## src/rtl/pwm_pkg.sv

```systemverilog
// Shared FSM state encoding and default widths for the PWM burst controller.
// Widths: 32-bit timing words, 16-bit burst/cycle counters, 0xFFFF watchdog limit.
package pwm_pkg;

    localparam int unsigned DEF_RAM_WIDTH = 32;
    localparam int unsigned DEF_CNT_WIDTH = 16;
    localparam logic [31:0] DEF_TIMEOUT   = 32'hFFFF;

    typedef enum logic [2:0] {
        ST_IDLE,
        ST_FIRE,
        ST_WAIT,
        ST_GAP,
        ST_DONE
    } pwm_state_t;

endpackage

```

## src/rtl/pwm_burst_ctrl_if.sv

```systemverilog
// Bundle between the burst controller, its configuration source and the half-bridge stage.
// master = controller side, slave = configuration/half-bridge side.
interface pwm_burst_ctrl_if
    import pwm_pkg::*;
#(
    parameter int unsigned RW = DEF_RAM_WIDTH,
    parameter int unsigned CW = DEF_CNT_WIDTH
);

    logic          start;
    logic          pwm_dis;
    logic [RW-1:0] cfg_die_period;
    logic [RW-1:0] cfg_pulse_period;
    logic [RW-1:0] cfg_gap;
    logic [CW-1:0] cfg_burst_num;
    logic          half_done;

    logic [RW-1:0] die_period;
    logic [RW-1:0] pulse_period;
    logic          half_en;
    logic          busy;
    logic          burst_done;
    logic [CW-1:0] cyc_cnt;
    logic          timeout_err;

    modport master (
        input  start, pwm_dis, cfg_die_period, cfg_pulse_period, cfg_gap,
               cfg_burst_num, half_done,
        output die_period, pulse_period, half_en, busy, burst_done, cyc_cnt,
               timeout_err
    );

    modport slave (
        output start, pwm_dis, cfg_die_period, cfg_pulse_period, cfg_gap,
               cfg_burst_num, half_done,
        input  die_period, pulse_period, half_en, busy, burst_done, cyc_cnt,
               timeout_err
    );

endinterface

```

## src/rtl/pwm_gap_timer.sv

```systemverilog
// Loadable down-counter; expire_o strobes in the last enabled clock of a loaded interval.
// Load has priority over counting; a loaded value N gives expire on the Nth enabled clock.
module pwm_gap_timer #(
    parameter int unsigned W = 32
) (
    input  logic         clk_i,
    input  logic         rst_i,
    input  logic         load_i,
    input  logic [W-1:0] load_val_i,
    input  logic         en_i,
    output logic         expire_o
);

    logic [W-1:0] cnt_q;
    logic [W-1:0] cnt_d;

    always_comb begin
        cnt_d = cnt_q;
        if (load_i) begin
            cnt_d = load_val_i;
        end else if (en_i && (cnt_q != '0)) begin
            cnt_d = cnt_q - 1'b1;
        end
    end

    always_ff @(posedge clk_i or posedge rst_i) begin
        if (rst_i) begin
            cnt_q <= '0;
        end else begin
            cnt_q <= cnt_d;
        end
    end

    assign expire_o = en_i && (cnt_q == W'(1));

endmodule

```

## src/rtl/pwm_burst_ctrl.sv

```systemverilog
// Burst sequencer firing N half-bridge cycles with optional idle gaps; half_en one clock after start.
// No backpressure: half_done paces the burst; WAIT watchdog only when PWM_BURST_TIMEOUT_EN is defined.
module pwm_burst_ctrl
    import pwm_pkg::*;
#(
    parameter int unsigned _RAM_WIDTH = DEF_RAM_WIDTH,
    parameter int unsigned _CNT_WIDTH = DEF_CNT_WIDTH,
    parameter logic [31:0] _TIMEOUT   = DEF_TIMEOUT
) (
    input  logic             io_clk,
    input  logic             io_rst,
    pwm_burst_ctrl_if.master bus
);

    pwm_state_t              state_q;
    logic                    half_en_q;
    logic                    busy_q;
    logic                    burst_done_q;
    logic [_CNT_WIDTH-1:0]   cyc_cnt_q;
    logic [_CNT_WIDTH-1:0]   burst_num_q;
    logic [_RAM_WIDTH-1:0]   gap_q;
    logic [_RAM_WIDTH-1:0]   die_q;
    logic [_RAM_WIDTH-1:0]   pulse_q;
    logic [_CNT_WIDTH-1:0]   cyc_inc;
    logic                    gap_expire;

    assign cyc_inc = cyc_cnt_q + 1'b1;

    // Reloaded every WAIT clock so GAP always starts from the shadow value.
    pwm_gap_timer #(.W(_RAM_WIDTH)) u_gap (
        .clk_i      (io_clk),
        .rst_i      (io_rst),
        .load_i     (state_q == ST_WAIT),
        .load_val_i (gap_q),
        .en_i       (state_q == ST_GAP),
        .expire_o   (gap_expire)
    );

`ifdef PWM_BURST_TIMEOUT_EN
    logic wd_expire;
    logic timeout_err_q;

    pwm_gap_timer #(.W(32)) u_wd (
        .clk_i      (io_clk),
        .rst_i      (io_rst),
        .load_i     (state_q != ST_WAIT),
        .load_val_i (_TIMEOUT),
        .en_i       (state_q == ST_WAIT),
        .expire_o   (wd_expire)
    );

    assign bus.timeout_err = timeout_err_q;
`else
    logic unused_timeout;
    assign unused_timeout  = ^_TIMEOUT;
    assign bus.timeout_err = 1'b0;
`endif

    always_ff @(posedge io_clk or posedge io_rst) begin
        if (io_rst) begin
            state_q      <= ST_IDLE;
            half_en_q    <= 1'b0;
            busy_q       <= 1'b0;
            burst_done_q <= 1'b0;
            cyc_cnt_q    <= '0;
            burst_num_q  <= '0;
            gap_q        <= '0;
            die_q        <= '0;
            pulse_q      <= '0;
`ifdef PWM_BURST_TIMEOUT_EN
            timeout_err_q <= 1'b0;
`endif
        end else begin
            half_en_q    <= 1'b0;
            burst_done_q <= 1'b0;
            if (bus.pwm_dis) begin
                state_q <= ST_IDLE;
                busy_q  <= 1'b0;
            end else begin
                unique case (state_q)
                    ST_IDLE: begin
                        if (bus.start && (bus.cfg_burst_num != '0)) begin
                            burst_num_q <= bus.cfg_burst_num;
                            gap_q       <= bus.cfg_gap;
                            die_q       <= bus.cfg_die_period;
                            pulse_q     <= bus.cfg_pulse_period;
                            cyc_cnt_q   <= '0;
                            state_q     <= ST_FIRE;
                            half_en_q   <= 1'b1;
                            busy_q      <= 1'b1;
`ifdef PWM_BURST_TIMEOUT_EN
                            timeout_err_q <= 1'b0;
`endif
                        end
                    end
                    ST_FIRE: begin
                        state_q <= ST_WAIT;
                    end
                    ST_WAIT: begin
                        if (bus.half_done) begin
                            cyc_cnt_q <= cyc_inc;
                            if (cyc_inc == burst_num_q) begin
                                state_q      <= ST_DONE;
                                burst_done_q <= 1'b1;
                            end else if (gap_q == '0) begin
                                state_q   <= ST_FIRE;
                                half_en_q <= 1'b1;
                            end else begin
                                state_q <= ST_GAP;
                            end
                        end
`ifdef PWM_BURST_TIMEOUT_EN
                        else if (wd_expire) begin
                            state_q       <= ST_IDLE;
                            busy_q        <= 1'b0;
                            timeout_err_q <= 1'b1;
                        end
`endif
                    end
                    ST_GAP: begin
                        if (gap_expire) begin
                            state_q   <= ST_FIRE;
                            half_en_q <= 1'b1;
                        end
                    end
                    ST_DONE: begin
                        state_q <= ST_IDLE;
                        busy_q  <= 1'b0;
                    end
                    default: begin
                        state_q <= ST_IDLE;
                        busy_q  <= 1'b0;
                    end
                endcase
            end
        end
    end

    assign bus.die_period   = die_q;
    assign bus.pulse_period = pulse_q;
    assign bus.half_en      = half_en_q;
    assign bus.busy         = busy_q;
    assign bus.burst_done   = burst_done_q;
    assign bus.cyc_cnt      = cyc_cnt_q;

endmodule

```

## src/flat_wrapper.sv

```systemverilog
// flat-port wrapper written by rule: the top's interface ports become plain ports
module pwm_burst_ctrl_flat import pwm_pkg::*;
#(
    parameter int unsigned _RAM_WIDTH = DEF_RAM_WIDTH,
    parameter int unsigned _CNT_WIDTH = DEF_CNT_WIDTH,
    parameter logic [31:0] _TIMEOUT   = DEF_TIMEOUT
)
  (io_clk, io_rst, bus_start, bus_pwm_dis, bus_cfg_die_period, bus_cfg_pulse_period, bus_cfg_gap, bus_cfg_burst_num, bus_half_done, bus_die_period, bus_pulse_period, bus_half_en, bus_busy, bus_burst_done, bus_cyc_cnt, bus_timeout_err);
  pwm_burst_ctrl_if #(.RW(32), .CW(16)) bus_i ();
  input  logic io_clk;
  input  logic io_rst;
  input wire logic [$bits(bus_i.start)-1:0] bus_start;
  input wire logic [$bits(bus_i.pwm_dis)-1:0] bus_pwm_dis;
  input wire logic [$bits(bus_i.cfg_die_period)-1:0] bus_cfg_die_period;
  input wire logic [$bits(bus_i.cfg_pulse_period)-1:0] bus_cfg_pulse_period;
  input wire logic [$bits(bus_i.cfg_gap)-1:0] bus_cfg_gap;
  input wire logic [$bits(bus_i.cfg_burst_num)-1:0] bus_cfg_burst_num;
  input wire logic [$bits(bus_i.half_done)-1:0] bus_half_done;
  output wire logic [$bits(bus_i.die_period)-1:0] bus_die_period;
  output wire logic [$bits(bus_i.pulse_period)-1:0] bus_pulse_period;
  output wire logic [$bits(bus_i.half_en)-1:0] bus_half_en;
  output wire logic [$bits(bus_i.busy)-1:0] bus_busy;
  output wire logic [$bits(bus_i.burst_done)-1:0] bus_burst_done;
  output wire logic [$bits(bus_i.cyc_cnt)-1:0] bus_cyc_cnt;
  output wire logic [$bits(bus_i.timeout_err)-1:0] bus_timeout_err;
  assign bus_i.start = bus_start;
  assign bus_i.pwm_dis = bus_pwm_dis;
  assign bus_i.cfg_die_period = bus_cfg_die_period;
  assign bus_i.cfg_pulse_period = bus_cfg_pulse_period;
  assign bus_i.cfg_gap = bus_cfg_gap;
  assign bus_i.cfg_burst_num = bus_cfg_burst_num;
  assign bus_i.half_done = bus_half_done;
  assign bus_die_period = bus_i.die_period;
  assign bus_pulse_period = bus_i.pulse_period;
  assign bus_half_en = bus_i.half_en;
  assign bus_busy = bus_i.busy;
  assign bus_burst_done = bus_i.burst_done;
  assign bus_cyc_cnt = bus_i.cyc_cnt;
  assign bus_timeout_err = bus_i.timeout_err;
  pwm_burst_ctrl #(._RAM_WIDTH(_RAM_WIDTH), ._CNT_WIDTH(_CNT_WIDTH), ._TIMEOUT(_TIMEOUT)) u_core (.io_clk(io_clk), .io_rst(io_rst), .bus(bus_i));
endmodule
```

## config.mk

```make
export PLATFORM = sky130hd
export DESIGN_NAME = pwm_burst_ctrl_flat
export DESIGN_NICKNAME = d
export VERILOG_FILES = /design/src/rtl/pwm_pkg.sv /design/src/rtl/pwm_burst_ctrl_if.sv /design/src/rtl/pwm_gap_timer.sv /design/src/rtl/pwm_burst_ctrl.sv /design/src/flat_wrapper.sv
export SDC_FILE = /design/constraint.sdc
export NUM_CORES = 1
export LEC_CHECK = 0
export ABC_AREA = 1
export BUFFER_PORTS_ARGS = -buffer_cell sky130_fd_sc_hd__buf_2
export CELL_PAD_IN_SITES_DETAIL_PLACEMENT = 1
export CELL_PAD_IN_SITES_GLOBAL_PLACEMENT = 2
export CORE_MARGIN = 2
export CORE_UTILIZATION = 32
export CTS_CLUSTER_DIAMETER = 50
export CTS_CLUSTER_SIZE = 25
export DETAILED_ROUTE_END_ITERATION = 10
export GPL_TIMING_DRIVEN = 0
export PLACE_DENSITY = 0.8
export REMOVE_ABC_BUFFERS = 1
export SYNTH_ARGS = -nofsm -noshare
export SYNTH_HDL_FRONTEND = slang
export SYNTH_SLANG_ARGS = --single-unit
```

## constraint.sdc

```tcl
create_clock -name io_clk -period 7 [get_ports io_clk]
set_clock_uncertainty 0.2 [all_clocks]
set_input_delay 1.75 -clock io_clk [delete_from_list [all_inputs] [get_ports io_clk]]
set_output_delay 1.75 -clock io_clk [all_outputs]
set_load 0.03 [all_outputs]
```

== Yosys cells after proc, flatten, opt, wreduce, memory -nomap -nowiden ==
Index checks and enable logic that the tools add are counted.
Operators by class
  add/subtract/negate cells: 2
  equal/unequal tests: 11
  mux-type cells: 26
  bitwise gates (word level): 1
  reductions and logical operators: 14
Operator list (number)
  $mux 32: 2
  $eq 32x1->1 const B: 1
  $logic_not 32->1: 1
  $mux 16: 2
  $pmux 16 s2: 1
  $reduce_bool 32->1: 1
  $sub 32x1->32 const B: 1
  $add 16x1->16 const B: 1
  $eq 16x16->1: 1
  $reduce_bool 16->1: 1
  $mux 3: 5
  $mux 1: 12
  $pmux 3 s4: 1
  $eq 3x2->1 const B: 2
  $ne 3x2->1 const B: 2
  $reduce_and 3->1: 2
  $ne 2x1->1 const B: 2
  $reduce_and 4->1: 1
  $reduce_bool 2->1: 2
  $eq 3x1->1 const B: 1
  $logic_and 1x1->1: 3
  $logic_not 3->1: 1
  $ne 3x3->1 const B: 1
  $pmux 1 s3: 1
  6 further kinds: 6
Word-level totals
  register bits after elaboration: 166
  bits of input ports: 117
  output and inout bits: 84
  logic and storage cells: 64

== Depth between registers and ports, before layout ==
Gate-level depths: netlist of run 1.
  word-level depth: 6
  mapped depth: 14
  depth with buffers taken out: 14

== Hierarchy ==
A second synthesis of run 1 with hierarchy kept.
Unflattened totals
  cell total of the unflattened synthesis: 1021
  area, all modules: 8755.9 sq um
By module, submodules not included
  pwm_burst_ctrl: times used 1, cells an instance 577, area an instance 6049.6 sq um, seq. area each 3353.2 sq um
  pwm_gap_timer: times used 1, cells an instance 444, area an instance 2706.3 sq um, seq. area each 800.8 sq um

== Worst setup path before layout of run 1 ==
OpenSTA, ideal clock, no wires.
  path type: input to register
  start point: in bus_cfg_burst_num[0]
  end point: reg u_core.burst_num_q[0]
  setup time: 0.125 ns
  arrival time: 2.907 ns
  required time: 6.675 ns
  setup slack: 3.769 ns
  stages on the path: 7
  buffers on the path: 1
  cells stage by stage: nor4_1 > nand3_1 > nand2_1 > nor2_1 > nand2_2 > buf_2 > mux2_2
On the way
  cells in the longest elaborated chain, start to end: 3
RTL lines
  start: declaration: RTL line flat_wrapper.sv:17  | input wire logic [$bits(bus_i.cfg_burst_num)-1:0] bus_cfg_burst_num;
  $reduce_bool 16->1: RTL line pwm_burst_ctrl.sv:82  | if (bus.start && (bus.cfg_burst_num != '0)) begin
  $logic_and 1x1->1: RTL line pwm_burst_ctrl.sv:82
  $reduce_and 3->1 (no source line)
  end signal: assignment: RTL line pwm_burst_ctrl.sv:83  | burst_num_q <= bus.cfg_burst_num;
  end: declaration: RTL line pwm_burst_ctrl.sv:20  | logic [_CNT_WIDTH-1:0] burst_num_q;
Several ways; a longest one is shown, not always the timed one.
A chain may end at the register's enable or synchronous reset.

== Worst setup path in the final report of run 1 ==
  start point: in bus_cfg_burst_num[12]
  end point: reg u_core.pulse_q[27] (netlist: u_core.bus.pulse_period[27])
On the way
  cells in the longest elaborated chain, start to end: 3
RTL lines
  $reduce_bool 16->1: RTL line pwm_burst_ctrl.sv:82
  $logic_and 1x1->1: RTL line pwm_burst_ctrl.sv:82
  $reduce_and 3->1 (no source line)
  end signal: assignment: RTL line pwm_burst_ctrl.sv:86  | pulse_q <= bus.cfg_pulse_period;
  end: declaration: RTL line pwm_burst_ctrl.sv:23  | logic [_RAM_WIDTH-1:0] pulse_q;
No other way between the ends.

==> metrics.md, run 1 <==
| Metric | Value |
|---|---|
| Total CTS buffers | `17` |
| Die W | `about 160 µm` |
| Total clock sinks | `~170` |
| Layout fillers | `3001` |
| Crit-path most repeated cell | `nor2_1` |
| Max Buffers Root-to-Sink | `2` |
| Htree depth | `4` |
| Max VDD drop | `just over 0.2 mV` |
| DR vias/cell | `4.83` |
| Flop pwr share | `0.370` |
| Post-Syn Area | `8170 µm²` |
| Worst skew pair latency | `~0.44 ns` |
| Slowest CP cell | `mux2_2` |
| Area contributors post-synth | `dfrtp_1 51%, mux2_2 12%, nand2_1 7.0%, inv_1 4.3%, nor2_1 4.0%` |
| Vias in the first global route | `roughly 7100` |
| Crit-path cells | `buf_2 -> inv_1 -> nand4_1 -> nor2_1 -> nand3_1 -> nand2_1 -> nor2_1 -> nand2_8 -> buf_16 -> mux2_2` |
| Hpwl dp | `17.3 mm` |
| CP max FO | `93` |
| Placed Area | `about 9500 µm²` |
| Initial DRT Pass Iterations | `4` |
| Sequential standard cell area | `~4200 µm²` |
| Relative slew slack | `0.367` |
| Largest area contributor in the netlist | `dfrtp_1` |
| Place WS | `2.73 ns` |
| # hold bufs at CTS | `0` |
| Wire per inst | `roughly 17 µm` |
| Internal Pwr Total | `2.61 mW` |
| P_sw | `1.95 mW` |
| Post-route clock period utilization | `0.542` |
| Residual DRC | `0` |
| Final setup violation count | `0` |
| Register area share after synthesis | `0.509` |
| Final ANT Viol Nets | `0` |
| Die H | `around 160 µm` |
| DR vias | `6777` |
| Switching share of total power | `0.428` |
| Final period demand of the worst path | `3.79 ns` |
| Slew @ Worst Pin | `0.944 ns` |
| CP arrival | `slightly below 4 ns` |
| Share of layout cells above drive strength 1 | `0.339` |
| Outcome | `finished clean` |
| GR Util met3 | `0.0386` |
| Final Hold Viols | `0` |
| Clk slew on worst S/H paths | `roughly 0.07 ns` |
| Max Cap Violations | `0` |
| First-pass GRT wire length | `38.4 mm` |
| Upper clock frequency limit | `264 MHz` |
| Top-area cell type share of the netlist area | `0.509` |
| Fin area | `between 10000 and 15000 µm²` |
| CP peak stage delay | `0.40 ns` |
| Area Growth Syn to Fin | `24.6%` |
| Worst reg-to-reg setup slack | `~3.7 ns` |
| LEAKAGE | `around 4.8 nW` |
| P per Cell Area | `roughly 450 nW/µm²` |
| CP Capture Type | `flop` |
| Combinational share of power | `0.409` |
| Synth Register Bits | `166` |
| RD Place Congestion | `just under 0.8` |
| Layout net count | `~1200` |
| CTS tree | `built` |
| Post-CTS setup-driven buffer insertion count | `0` |
| All-Layer GR Usage | `0.185` |
| Worst EP required | `around 7.1 ns` |
| Startpoint Class | `input pin` |
| Row cnt | `between 50 and 60` |
| WS Path Type | `in -> reg` |
| RSZ-0062 raised after global routing | `no` |
| Total wire length | `between 20 and 25 mm` |
| HP Class | `reg -> reg` |
| Grt peak-use layer | `met2` |
| Area occupied by multi-input gates | `about 3500 µm²` |
| Largest net degree at the start of global routing | `between 90 and 100` |
| Root Buffer | `clkbuf_16` |
| Die Footprint | `26800 µm²` |
| Post-layout util | `0.405` |
| Slew Limit Fails | `0` |
| Unique cell type count in the Yosys netlist | `41` |
| Post-Syn Instances | `864` |
| Core footprint | `~25000 µm²` |
| Initial drt markers | `307` |
| GRT overflow | `0` |
| Final worst slack | `approximately 3.2 ns` |
| IO Port Bufs | `between 150 and 200` |
| Synth Warn # | `0` |
| Clock power frac | `0.221` |
| Post-Syn Area per Cell | `9.45 µm²` |
| Initial core utilization | `0.325` |
| Initial antenna violation count | `1` |
| M1 GR Usage | `0.240` |
| GR Util met2 | `0.309` |
| Ports | `about 200` |
| CTS resizes | `0` |
## cell type report
| class | count | area share |
|---|---|---|
| multi-input combinational | 577 | 0.347 |
| clock inverter | 15 | 0.0200 |
| sequential | 166 | 0.408 |
| clock buffer | 17 | 0.0418 |
| inverter | 95 | 0.0358 |
| antenna | 2 | 0.000492 |
| timing repair buffer | 202 | 0.106 |
| tap | 330 | 0.0406 |
## logic make-up after synthesis
group | count (synthesis) | share of synthesized area
fa+ha+maj | 3 | 0.00460
mux | 88 | 0.121
compound gates | 94 | 0.0774
flops | 166 | 0.509
simple gates | 368 | 0.201
buf+inv | 121 | 0.0620
other cells | 1 | 0.000459
xor+xnor | 23 | 0.0247
## cells in the final DEF (no fill, tap or decap), drive strengths merged
cell | synthesis | routed
clkinv | 0 | 5
clkbuf | 3 | 17
nand3 | 59 | 59
o22ai | 7 | 7
ha | 3 | 3
xor2 | 19 | 19
nor2 | 100 | 100
nand4 | 17 | 17
nand2 | 162 | 162
diode | 0 | 2
inv | 95 | 103
o221ai | 10 | 10
o221a | 1 | 1
o21a | 1 | 1
o21ai | 34 | 34
nor4 | 9 | 9
a221oi | 2 | 2
mux2 | 88 | 88
xnor2 | 4 | 4
a32oi | 1 | 1
or2 | 1 | 1
o211ai | 10 | 10
a21oi | 25 | 25
o311ai | 1 | 1
clkinvlp | 0 | 1
nor3 | 16 | 16
nand3b | 2 | 2
buf | 23 | 202
dfrtp | 166 | 166
a22oi | 2 | 2
bufinv | 0 | 1
nor3b | 2 | 2
conb | 1 | 1
## stage by stage
stage	setup TNS (ns)	hold slack, ns	power [mW]	cells
after detailed placement	0	0.284	3.60	1370
after global placement	-306.40	0.273	3.53	1367
final	0	0.302	4.56	1404
after CTS	0	0.306	4.63	1402
after global routing	0	0.311	4.88	1403
after floorplan	0	0.259	3.00	838
## cells in the mapped netlist
cell and number:
o22ai_1 7, a22oi_1 2, o211ai_2 5, nor3b_1 2
conb_1 1, o21ai_0 28, inv_2 2, nand2_4 1
nor2_1 88, o221ai_1 8, buf_4 2, o21ai_4 1
nand2_1 152, buf_6 3, ha_1 3, a221oi_2 2
nand3_4 1, nor4_1 9, xor2_1 19, a32oi_1 1
o211ai_1 5, nand3b_1 2, clkbuf_1 3, a21oi_1 25
o21a_1 1, nor2_4 2, inv_1 93, nand4_1 17
dfrtp_1 166, nor2_2 10, o221ai_2 2, nor3_1 16
nand3_1 58, o221a_2 1, buf_2 18, mux2_2 88
xnor2_1 4, or2_2 1, o311ai_0 1, o21ai_1 5
nand2_2 9
## state kept, by name (all words and copies together), names as in the netlist
signal                   count
u_core.bus.die_period       32
u_core.bus.pulse_period     32
u_core.gap_q                32
u_core.u_gap.cnt_q          32
u_core.burst_num_q          16
u_core.bus.cyc_cnt          16
u_core.state_q               3
u_core.bus.burst_done        1
u_core.bus.busy              1
u_core.bus.half_en           1
## path summary, 6_finish.rpt
kind / from / cells past startpoint / end
setup / recovery: bus_cfg_burst_num[12] / 10 / u_core.bus.pulse_period[27]
hold / removal: u_core.bus.pulse_period[4] / 1 / u_core.bus.pulse_period[4]
setup reg to reg: u_core.state_q[1] / 8 / u_core.bus.cyc_cnt[10]
hold reg to reg: u_core.bus.pulse_period[4] / 1 / u_core.bus.pulse_period[4]
max in group asynchronous: io_rst / 3 / u_core.gap_q[1]
min in group asynchronous: io_rst / 2 / u_core.bus.pulse_period[26]
## worst max-delay path: cells and delay by family
family / cells / cell delay [ns]
and+or+nand+nor: 6 / 1.08
buffers and inverters: 3 / 0.60
muxes: 1 / 0.40
## power by group through the flow
| stage | Combinational [mW] | Clock (mW) | Sequential, mW |
|---|---|---|---|
| floorplan | 0.959 | 0 | 2.04 |
| global placement | 1.85 | 0 | 1.69 |
| detailed placement | 1.89 | 0 | 1.71 |
| CTS | 1.90 | 1.03 | 1.69 |
| global route | 2.05 | 1.07 | 1.76 |
| finish | 1.87 | 1.01 | 1.69 |
## metal layers
metal | vias to the layer above | routed length, µm
met2 | 127 | 11700
li1 | 3276 | -
met3 | 28 | 886
met4 | 0 | 401
met5 | - | 0
met1 | 3346 | 10800
Power figures use the tool's default switching activity.
==> run 2: changes to the inputs <==
Settings changed: CORE_UTILIZATION 32 to 29, PLACE_DENSITY 0.8 to 0.77.
Clock period 7 ns to 3.1 ns, I/O delays scaled along.
==> metrics.md, run 2 (synthesis gave the netlist of run 1 again) <==
| Metric | Value |
|---|---|
| Outcome | `finished clean` |
| First-pass GRT wire length | `38.5 mm` |
| DR vias/cell | `4.62` |
| Max Buffers Root-to-Sink | `2` |
| Crit-path cells | `buf_2 -> inv_1 -> nand4_1 -> nor2_1 -> nand3_1 -> nand2_1 -> nor2_1 -> nand2_8 -> buf_16 -> mux2_2` |
| Residual DRC | `0` |
| Worst EP required | `roughly 3.2 ns` |
| Crit-path most repeated cell | `nor2_1` |
| Most frequent cells in the layout | `199 x buf_2, 166 x dfrtp_1, 152 x nand2_1, 92 x inv_1, 88 x mux2_2` |
| Largest net degree at the start of global routing | `93` |
| HP Class | `in -> async` |
| Post-layout util | `0.368` |
| CP arrival | `between 2 and 3 ns` |
| Slew Limit Fails | `0` |
| Layout fillers | `~3300` |
| Die W | `approximately 170 µm` |
| CP peak stage delay | `~0.4 ns` |
| Upper clock frequency limit | `roughly 350 MHz` |
| Die Footprint | `about 30000 µm²` |
| Core footprint | `~28000 µm²` |
| All-Layer GR Usage | `0.170` |
| LEAKAGE | `between 4 and 5 nW` |
| Fin area | `10200 µm²` |
| Slew @ Worst Pin | `between 0.9 and 1 ns` |
| Worst reg-to-reg setup slack | `between 0.2 and 0.25 ns` |
| Startpoint Class | `input pin` |
| Relative slew slack | `0.383` |
| Initial core utilization | `0.294` |
| Root Buffer | `clkbuf_16` |
| Layout net count | `1180` |
| Post-CTS setup-driven buffer insertion count | `0` |
| RD Place Congestion | `about 0.77` |
| Initial DRT Pass Iterations | `4` |
| Final ANT Viol Nets | `0` |
| Max VDD drop | `around 0.46 mV` |
| WS Path Type | `in -> reg` |
| DR vias | `6699` |
| Clk slew on worst S/H paths | `about 0.070 ns` |
| Area Growth Syn to Fin | `25.2%` |
| CP max FO | `around 90` |
| Max Cap Violations | `0` |
| Slowest CP cell | `mux2_2` |
| CTS resizes | `0` |
| Area occupied by multi-input gates | `between 3000 and 4000 µm²` |
| Die H | `between 150 and 200 µm` |
| Row cnt | `61` |
| P per Cell Area | `approximately 1000 nW/µm²` |
| Ports | `201` |
| Total wire length | `24.0 mm` |
| Vias in the first global route | `about 7000` |
| Final setup violation count | `0` |
| Sequential standard cell area | `4150 µm²` |
| CTS tree | `built` |
| Final period demand of the worst path | `2.85 ns` |
| Initial antenna violation count | `0` |
| Wire per inst | `approximately 17 µm` |
| Post-route clock period utilization | `0.920` |
| # hold bufs at CTS | `0` |
| Total CTS buffers | `17` |
| Htree depth | `4` |
| Hpwl dp | `about 18 mm` |
| Commonest non-fill, non-tap cell in the layout | `buf_2` |
| CP Capture Type | `flop` |
| Placed Area | `9610 µm²` |
| GRT overflow | `0` |
| RSZ-0062 raised after global routing | `yes` |
| Share of layout cells above drive strength 1 | `0.339` |
| Worst skew pair latency | `0.42 ns` |
| IO Port Bufs | `about 200` |
| Total clock sinks | `between 150 and 200` |
| Initial drt markers | `between 200 and 300` |
| Final Hold Viols | `0` |
run 2: changes by cell type in the layout (fill, tap and decap cells not counted), sizes merged:
cell / delta
bufinv: +2
clkinv: -3
diode: -1
buf: +1
run 2: routing by layer:
metal / global-route usage / share of wire / vias to the layer above
met3: 0.0290 / 0.029 / 15
met4: 0.0417 / 0.012 / 0
met2: 0.287 / 0.49 / 113
met1: 0.226 / 0.47 / 3295
met5: 0 / 0 / -
li1: - / - / 3276
run 2: worst max-delay path, delay by kind of cell:
kind / cells / cell delay, ns
AND/OR/NAND/NOR: 6 / 1.10
buffers and inverters: 3 / 0.58
multiplexers: 1 / 0.40
run 2: report_power, final:
group	leakage, nW	total [mW]	internal, mW	switching (mW)
combinational	2.53	4.21	1.57	2.64
clock	0.299	2.28	1.29	0.988
sequential	2.00	3.84	3.15	0.689
run 2: path summary, 6_finish.rpt:
path / start / end / depth (start not counted)
hold / removal: io_rst / u_core.bus.pulse_period[23] / 2
setup / recovery: bus_cfg_burst_num[12] / u_core.bus.pulse_period[22] / 10
min in group io_clk: u_core.bus.busy / u_core.bus.busy / 1
setup reg to reg: u_core.state_q[1] / u_core.bus.cyc_cnt[4] / 10
hold reg to reg: u_core.bus.busy / u_core.bus.busy / 1
max in group asynchronous: io_rst / u_core.u_gap.cnt_q[20] / 3
run 2: stage by stage:
step	worst slack, ns	power, mW	cells	hold WS (ns)	setup TNS [ns]
floorplan	-2.37	6.77	838	0.259	-431.01
global placement	-4.79	8.01	1415	0.273	-1057.69
detailed placement	-0.245	8.15	1419	0.276	-15.27
CTS	0.152	10.5	1450	0.233	0
global route	-0.0488	11.0	1450	0.247	-0.0984
finish	0.248	10.3	1451	0.210	0
run 2: layout make-up:
type	count	share of cell area
antenna	1	0.000245
clock buffer	17	0.0416
clock inverter	14	0.0182
inverter	95	0.0356
multi-input combinational	577	0.345
sequential	166	0.406
tap	378	0.0463
timing repair buffer	203	0.106
==> run 3: changes to the inputs <==
Settings changed: PLACE_DENSITY 0.77 to unset, PLACE_DENSITY_LB_ADDON set to 0.1.
==> metrics.md, run 3 (synthesis gave the netlist of run 1 again) <==
| Metric | Value |
|---|---|
| Area Growth Syn to Fin | `26.0%` |
| Core footprint | `about 28000 µm²` |
| Initial DRT Pass Iterations | `4` |
| Slew @ Worst Pin | `~0.76 ns` |
| Upper clock frequency limit | `between 300 and 400 MHz` |
| Die H | `about 170 µm` |
| Final ANT Viol Nets | `0` |
| Slew Limit Fails | `0` |
| P per Cell Area | `1000 nW/µm²` |
| CP Capture Type | `flop` |
| Root Buffer | `clkbuf_16` |
| Row cnt | `between 60 and 70` |
| Commonest non-fill, non-tap cell in the layout | `buf_2` |
| Vias in the first global route | `about 7000` |
| Final Hold Viols | `0` |
| IO Port Bufs | `a little under 200` |
| DR vias/cell | `approximately 4.6` |
| Total clock sinks | `166` |
| Die Footprint | `29500 µm²` |
| Max Buffers Root-to-Sink | `2` |
| Most frequent cells in the layout | `199 x buf_2, 166 x dfrtp_1, 152 x nand2_1, 91 x inv_1, 88 x mux2_2` |
| All-Layer GR Usage | `0.174` |
| Final cell count without fillers | `around 1500` |
| Dpl cells | `1419` |
| Area occupied by multi-input gates | `between 3000 and 4000 µm²` |
| RSZ-0062 raised after global routing | `no` |
| HP Class | `in -> async` |
| Worst EP required | `about 3.2 ns` |
| Final period demand of the worst path | `approximately 2.8 ns` |
| CTS tree | `built` |
| Place WS | `-0.271 ns` |
| Layout fillers | `between 3000 and 4000` |
| Final setup violation count | `0` |
| DR vias | `6700` |
| Share of layout cells above drive strength 1 | `0.344` |
| Relative slew slack | `0.496` |
| Residual DRC | `0` |
| Layout net count | `roughly 1200` |
| Slowest CP cell | `mux2_2` |
| Outcome | `finished clean` |
| GRT overflow | `0` |
| Final worst slack | `roughly 0.3 ns` |
| Total wire length | `24.8 mm` |
| WS Path Type | `in -> reg` |
| LEAKAGE | `around 4.9 nW` |
| Initial core utilization | `0.294` |
| Post-route clock period utilization | `0.903` |
| Wire per inst | `17.0 µm` |
| CP max FO | `86` |
| CP arrival | `about 2.9 ns` |
| Hpwl dp | `roughly 18 mm` |
| Initial drt markers | `between 200 and 300` |
| Clk slew on worst S/H paths | `~0.080 ns` |
| Die W | `~170 µm` |
| Sequential standard cell area | `around 4200 µm²` |
| Startpoint Class | `input pin` |
| Initial antenna violation count | `5` |
| Largest net degree at the start of global routing | `roughly 100` |
| Max Cap Violations | `0` |
| Total CTS buffers | `17` |
| RD Place Congestion | `0.732` |
| Crit-path most repeated cell | `nor2_1` |
| Htree depth | `4` |
| Ports | `roughly 200` |
| Setup TNS | `0 ns` |
| Max VDD drop | `approximately 0.41 mV` |
| CP peak stage delay | `around 0.4 ns` |
| First-pass GRT wire length | `39.4 mm` |
| Crit-path cells | `buf_2 -> inv_1 -> nand4_1 -> nor2_1 -> nand3_1 -> nand2_1 -> nor2_1 -> nand2_8 -> buf_16 -> mux2_2` |
| Worst skew pair latency | `0.44 ns` |
-- run 3: worst paths after layout --
kind	start	to	slack, ns	cells past startpoint
min	io_rst	u_core.bus.pulse_period[11]	0.27	2
min in group io_clk	u_core.u_gap.cnt_q[31]	u_core.u_gap.cnt_q[31]	0.30	2
max reg2reg	u_core.state_q[1]	u_core.bus.cyc_cnt[2]	0.43	10
min reg2reg	u_core.u_gap.cnt_q[31]	u_core.u_gap.cnt_q[31]	0.30	2
max in group asynchronous	io_rst	u_core.bus.cyc_cnt[2]	1.60	3
max	bus_cfg_burst_num[8]	u_core.bus.die_period[30]	0.30	10
-- run 3: power breakdown --
group / internal, mW / leakage [nW] / switching (mW)
registers: 3.14 / 2.00 / 0.712
logic: 1.60 / 2.56 / 2.66
clock network: 1.10 / 0.296 / 1.11
total: 5.84 / 4.85 / 4.48
-- run 3: critical path, delay by kind of cell --
family        cells  cell delay (ns)
simple gates      6             1.10
mux               1             0.39
buf+inv           3             0.55
-- run 3: per-stage QoR --
| step | area [µm²] | hold WS, ns | util | total power, mW |
|---|---|---|---|---|
| detailed placement | 9610 | 0.287 | 0.346 | 8.19 |
| global placement | 9490 | 0.276 | 0.341 | 8.10 |
| finish | 10300 | 0.266 | 0.370 | 10.3 |
| CTS | 10200 | 0.305 | 0.368 | 10.5 |
| floorplan | 8020 | 0.259 | - | 6.77 |
| global route | 10300 | 0.314 | 0.370 | 11.1 |
-- run 3: area by class of cell --
| type | instances | area share |
|---|---|---|
| antenna | 1 | 0.000243 |
| clock inverter | 15 | 0.0180 |
| clock buffer | 17 | 0.0414 |
| multi-input combinational | 577 | 0.345 |
| timing repair inverter | 1 | 0.000486 |
| inverter | 95 | 0.0358 |
| tap | 378 | 0.0460 |
| timing repair buffer | 208 | 0.110 |
| sequential | 166 | 0.404 |
-- run 3: routing by layer --
layer	part of all wire	track usage	wire [µm]
met3	0.070	0.0619	1740
met4	0.0070	0.0318	174
met5	0.00097	0	24
met2	0.46	0.278	11300
met1	0.47	0.229	11500
-- run 3: repair_timing --
item,4_1_cts,5_1_grt
endpoints found under the hold margin,0,0
endpoints found under the setup margin,16,18
hold buffers,0,0
gates cloned,0,1
pin swaps,0,1
gates resized for setup,2,1
setup buffers,0,5
